$ cat config.mk
export PLATFORM = sky130hd
export DESIGN_NAME = mem_wb_stage
export DESIGN_NICKNAME = d
export VERILOG_FILES = /design/src/rtl/mem_wb_stage.sv
export SDC_FILE = /design/constraint.sdc
export NUM_CORES = 1
export LEC_CHECK = 0
export CAP_MARGIN = 20
export CORE_AREA = 2 2 125 127
export CTS_CLUSTER_DIAMETER = 30
export CTS_CLUSTER_SIZE = 20
export DETAILED_ROUTE_END_ITERATION = 10
export DIE_AREA = 0 0 127 129
export GPL_TIMING_DRIVEN = 0
export PLACE_DENSITY = 0.74
export SYNTH_ARGS = -nofsm -noshare
export SYNTH_HDL_FRONTEND = slang
export SYNTH_SLANG_ARGS = --single-unit
$ cat constraint.sdc
create_clock -name clk -period 2.9 [get_ports clk]
set_clock_uncertainty 0.15 [all_clocks]
set_input_delay 0.435 -clock clk [delete_from_list [all_inputs] [get_ports clk]]
set_output_delay 0.435 -clock clk [all_outputs]
set_load 0.02 [all_outputs]
$ cat src/rtl/mem_wb_stage.sv
// mem_wb_stage: RV32I memory-access stage and MEM/WB pipeline register.
// The data-memory side is combinational: word address, byte enables,
// store-data lane steering and load extraction. The W-side outputs are
// registered with reset > flush > stall > capture priority.
// Optional feature: define MISALIGN_TRAP_EN to suppress misaligned
// half/word accesses and report them on the registered MisalignW output.
module mem_wb_stage #(
    parameter int DATA_WIDTH     = 32,
    parameter int REG_ADDR_WIDTH = 5
) (
    input  logic                      clk,
    input  logic                      reset,
    input  logic                      StallW,
    input  logic                      FlushW,
    input  logic                      RegWriteM,
    input  logic [1:0]                ResultSrcM,
    input  logic                      MemWriteM,
    input  logic [2:0]                Funct3M,
    input  logic [DATA_WIDTH-1:0]     ALUResultM,
    input  logic [DATA_WIDTH-1:0]     WriteDataM,
    input  logic [REG_ADDR_WIDTH-1:0] RdM,
    input  logic [DATA_WIDTH-1:0]     PCPlus4M,
    output logic [DATA_WIDTH-1:0]     DataAdrM,
    output logic [DATA_WIDTH-1:0]     DataWDataM,
    output logic [3:0]                ByteEnM,
    output logic                      MemWEnM,
    input  logic [DATA_WIDTH-1:0]     ReadRawM,
    output logic                      RegWriteW,
    output logic [1:0]                ResultSrcW,
    output logic [DATA_WIDTH-1:0]     ALUResultW,
    output logic [DATA_WIDTH-1:0]     ReadDataW,
    output logic [DATA_WIDTH-1:0]     PCPlus4W,
    output logic [REG_ADDR_WIDTH-1:0] RdW
`ifdef MISALIGN_TRAP_EN
    ,
    output logic                      MisalignW
`endif
);

    logic [1:0]            off_s;
    logic [3:0]            lanes_s;
    logic [DATA_WIDTH-1:0] load_data_s;
    logic                  misalign_s;

    // Select the addressed lane and sign- or zero-extend it by funct3.
    function automatic logic [31:0] extend_load(
        input logic [2:0]  f3,
        input logic [31:0] raw,
        input logic [1:0]  off
    );
        logic [7:0]  b;
        logic [15:0] h;
        logic [31:0] r;
        b = 8'h00;
        h = 16'h0000;
        r = 32'h0000_0000;
        case (off)
            2'b00:   b = raw[7:0];
            2'b01:   b = raw[15:8];
            2'b10:   b = raw[23:16];
            default: b = raw[31:24];
        endcase
        if (off[1]) begin
            h = raw[31:16];
        end else begin
            h = raw[15:0];
        end
        case (f3)
            3'b000:  r = {{24{b[7]}}, b};
            3'b001:  r = {{16{h[15]}}, h};
            3'b100:  r = {24'h000000, b};
            3'b101:  r = {16'h0000, h};
            default: r = raw;
        endcase
        return r;
    endfunction

    // Detect misaligned half/word memory accesses (only when the trap is built in).
    always_comb begin
        off_s = ALUResultM[1:0];
`ifdef MISALIGN_TRAP_EN
        if (MemWriteM || (ResultSrcM == 2'b01)) begin
            misalign_s = ((Funct3M[1:0] == 2'b01) && off_s[0]) ||
                         ((Funct3M == 3'b010) && (off_s != 2'b00));
        end else begin
            misalign_s = 1'b0;
        end
`else
        misalign_s = 1'b0;
`endif
    end

    // Store byte enables, lane steering and word address toward data memory.
    always_comb begin
        DataAdrM   = {ALUResultM[DATA_WIDTH-1:2], 2'b00};
        lanes_s    = 4'b0000;
        DataWDataM = WriteDataM;
        case (Funct3M)
            3'b000: begin
                lanes_s    = 4'b0001 << off_s;
                DataWDataM = {4{WriteDataM[7:0]}};
            end
            3'b001: begin
                if (off_s[1]) begin
                    lanes_s = 4'b1100;
                end else begin
                    lanes_s = 4'b0011;
                end
                DataWDataM = {2{WriteDataM[15:0]}};
            end
            3'b010: begin
                lanes_s    = 4'b1111;
                DataWDataM = WriteDataM;
            end
            default: begin
                lanes_s    = 4'b0000;
                DataWDataM = WriteDataM;
            end
        endcase
        if (MemWriteM && !misalign_s) begin
            ByteEnM = lanes_s;
        end else begin
            ByteEnM = 4'b0000;
        end
        MemWEnM = MemWriteM & (|ByteEnM);
    end

    // Extract the load lane from the raw memory word every cycle.
    always_comb begin
        load_data_s = extend_load(Funct3M, ReadRawM, off_s);
    end

    // MEM/WB register: reset, then flush, then stall-hold, else capture.
    always_ff @(posedge clk) begin
        if (reset || FlushW) begin
            RegWriteW  <= 1'b0;
            ResultSrcW <= 2'b00;
            ALUResultW <= {DATA_WIDTH{1'b0}};
            ReadDataW  <= {DATA_WIDTH{1'b0}};
            PCPlus4W   <= {DATA_WIDTH{1'b0}};
            RdW        <= {REG_ADDR_WIDTH{1'b0}};
`ifdef MISALIGN_TRAP_EN
            MisalignW  <= 1'b0;
`endif
        end else if (!StallW) begin
            RegWriteW  <= RegWriteM & ~misalign_s;
            ResultSrcW <= ResultSrcM;
            ALUResultW <= ALUResultM;
            ReadDataW  <= load_data_s;
            PCPlus4W   <= PCPlus4M;
            RdW        <= RdM;
`ifdef MISALIGN_TRAP_EN
            MisalignW  <= misalign_s;
`endif
        end
    end

endmodule

==> summary.txt <==
Place
  • Routability Congestion: 0.895
  • Port Buffers: 312
  • Detailed Place HPWL: 14,000 µm

Clock network
  • Sink Count: 104
  • CTS tree: built
  • Root Driver: clkbuf_16
  • Clock buffer depth: 2
  • H-Tree Depth: 3
  • Clk_lat worst skew: 0.35 ns
  • CTS clk-pin slew, worst paths: 0.07 ns
  • Num CTS Buffers: 9

Setup path
  • Crit path max-delay cell type: clkdlybuf4s50_1
  • Startpoint Class: input port
  • Delay-heaviest family, CP: buffers and inverters
  • Worst-path maximum fanout: 10
  • Critical Path RT: 2.32 ns
  • Setup CP Type: input port to primary output
  • Worst R2R Path Depth: 2
  • CP cell instances: clkdlybuf4s50_1 -> nor2_4 -> buf_4 -> mux2_2 -> clkdlybuf4s50_1
  • Worst path depth: 5
  • CP peak stage delay: 0.54 ns
  • Crit path buf inv count: 3
  • WP data arrival: 2.28 ns
  • Setup crit end kind: primary output
  • CP most frequent cell: clkdlybuf4s50_1

Die
  • Die ar.: 16,400 µm²
  • Die span in y: 129 µm
  • Row count: 45
  • Die span in x: 127 µm
  • Core region area: 15,000 µm²
  • Ports: 317
  • Starting Density: 0.328

Worst hold path
  • Hold Crit Class: register to register
  • Hold depth: 2

Final layout
  • Most common cell after layout, fill and taps aside: clkdlybuf4s50_1
  • Nets: 1,004
  • Synthesis-to-finish area growth: 76.5%
  • Share of cells above drive strength 1: 0.129
  • Commonest non-fill, non-tap cells in the layout: clkdlybuf4s50_1, dfxtp_1, nor2_1
  • Ant diodes: 0

Global routing
  • Largest net degree at the start of global routing: 19
  • First-pass GRT wire length: 26,800 µm
  • Vias in the first global route: 4,689
  • Overall routing resource usage: 0.210
  • Initial antenna violation count: 0
  • Total gr overflow: 0

Flow run
  • Maxcap violations: 0

Yosys
  • Sequential share of the synthesized area: 0.424
  • Synth Instances: 532
  • Cell Area, Synth: 4910 µm²
  • Syn. warnings: 0
  • Netlist cell types: 39
  • Leading area contributor after synthesis: dfxtp_1
  • Synthesized flop and latch total: 104
  • Top post-synthesis cells by area: dfxtp_1, mux2i_1, nor2_1
  • Synth top area share: 0.424
  • Syn Area/Cell: 9.22 µm²

Timing
  • Headroom to the max-slew limit: 0.553
  • Period utilisation layout: 0.988
  • Fmax: 0.349 GHz
  • Final setup fails: 0
  • Worst-margin pin slew: 0.671 ns
  • Pins Over Slew Limit: 0
  • Min Tclk post-route: 2.87 ns
  • Hold_ws: 0.320 ns
  • RSZ-0062 raised after global routing: no
  • Final Hold Viols: 0

Power
  • Tot Pwr: 3.74 mW
  • P_leak: 3.50 nW
  • Power Density: 432 nW/µm²
  • VDD IR max: 0.313 mV

Detailed routing
  • Drt total wl: 18,200 µm
  • Initial DRC count: 321
  • DRC viols: 0
  • Pre-Repair DR Iteration Count: 5
  • Post-DR vias/cell: 4.83
  • DR vias: 5,091
  • Drt wl/cell: 17.3 µm
  • Antenna Nets Post-Route: 0

Status
  • Status: finished, final reports clean
==> cell usage after synthesis, drive strengths merged <==
cell type	n
buf	64
a221oi	25
dfxtp	104
or2	1
o22ai	1
and2	1
nor2b	8
nand2	18
nor3	2
conb	1
nand3b	1
mux4	2
a2bb2oi	1
a22oi	1
nor2	87
nand3	18
mux2	17
mux2i	80
nor4bb	1
a211oi	6
o21ai	3
a31o	6
a22o	1
nand2b	1
clkbuf	17
a311oi	1
a21oi	27
and2b	1
a32o	7
inv	29
==> cells by family (layout without fill, tap and decap cells) <==
group	count (synthesis)	count (layout)	synth area share
compound gates	79	79	0.121
other cells	1	2	0.000764
flops	104	104	0.424
buf+inv	110	442	0.121
mux	99	99	0.212
simple gates	139	139	0.121
==> tightest hold or removal path: cells and delay by family, from the launching register on <==
family	cells	cell delay (ns)
AO/OA/AOI/OAI	1	0.06
buffers and inverters	1	0.05
flip-flops	1	0.31
==> worst paths after layout <==
path / from / to / slack (ns)
max: Funct3M[2] / DataWDataM[17] / 0.03
min: ReadDataW[17] / ReadDataW[17] / 0.32
max reg2reg: ReadDataW[8] / ReadDataW[8] / 1.94
min reg2reg: ReadDataW[17] / ReadDataW[17] / 0.32
==> flip-flops by register name, indices dropped and copies added, names as in the netlist <==
register and cells:
ResultSrcW 2, RdW 5, ALUResultW 32, ReadDataW 32, PCPlus4W 32, RegWriteW 1
==> routing by layer <==
metal,wire length (µm),part of all wire,GRT usage,vias up
met1,7730,0.42,0.272,2366
li1,-,-,-,2456
met5,0,0,0,-
met3,1520,0.083,0.0715,26
met2,8700,0.48,0.341,243
met4,257,0.014,0.0511,0
==> layout make-up <==
type,instances,area [µm²]
fillers,1311,6320
repair buffers,316,3170
multi-input cells,319,2260
flip-flops and latches,104,2080
plain buffers,81,498
well taps,188,235
clock buffers,9,225
inverters,29,109
clock inverters,7,78.8
==> stage by stage <==
stage                     std cells  TNS (ns)  instance area (µm²)  setup slack, ns   util
after floorplan                 533         0                 4910            0.777      -
after global placement         1033    -10.44                 8270           -0.573  0.552
after detailed placement       1033    -10.19                 8270           -0.553  0.552
after CTS                      1053         0                 8640           0.0356  0.577
after global routing           1053         0                 8660          0.00502  0.578
final                          1053         0                 8660           0.0348  0.578
==> power by group <==
| part | switching [mW] | internal [mW] | leakage, nW |
|---|---|---|---|
| combinational | 0.450 | 0.518 | 2.51 |
| sequential | 0.0264 | 1.48 | 0.849 |
| clock | 0.589 | 0.679 | 0.144 |
| total | 1.07 | 2.68 | 3.50 |
==> what timing repair did <==
item,in CTS,in global routing
setup buffers,4,0
cloned,0,0
endpoints found under the hold margin,0,0
pin swaps,2,0
endpoints found under the setup margin,28,6
resized for setup,13,7
hold buffers,0,0
No activity file was read; power rests on OpenSTA's default activity.
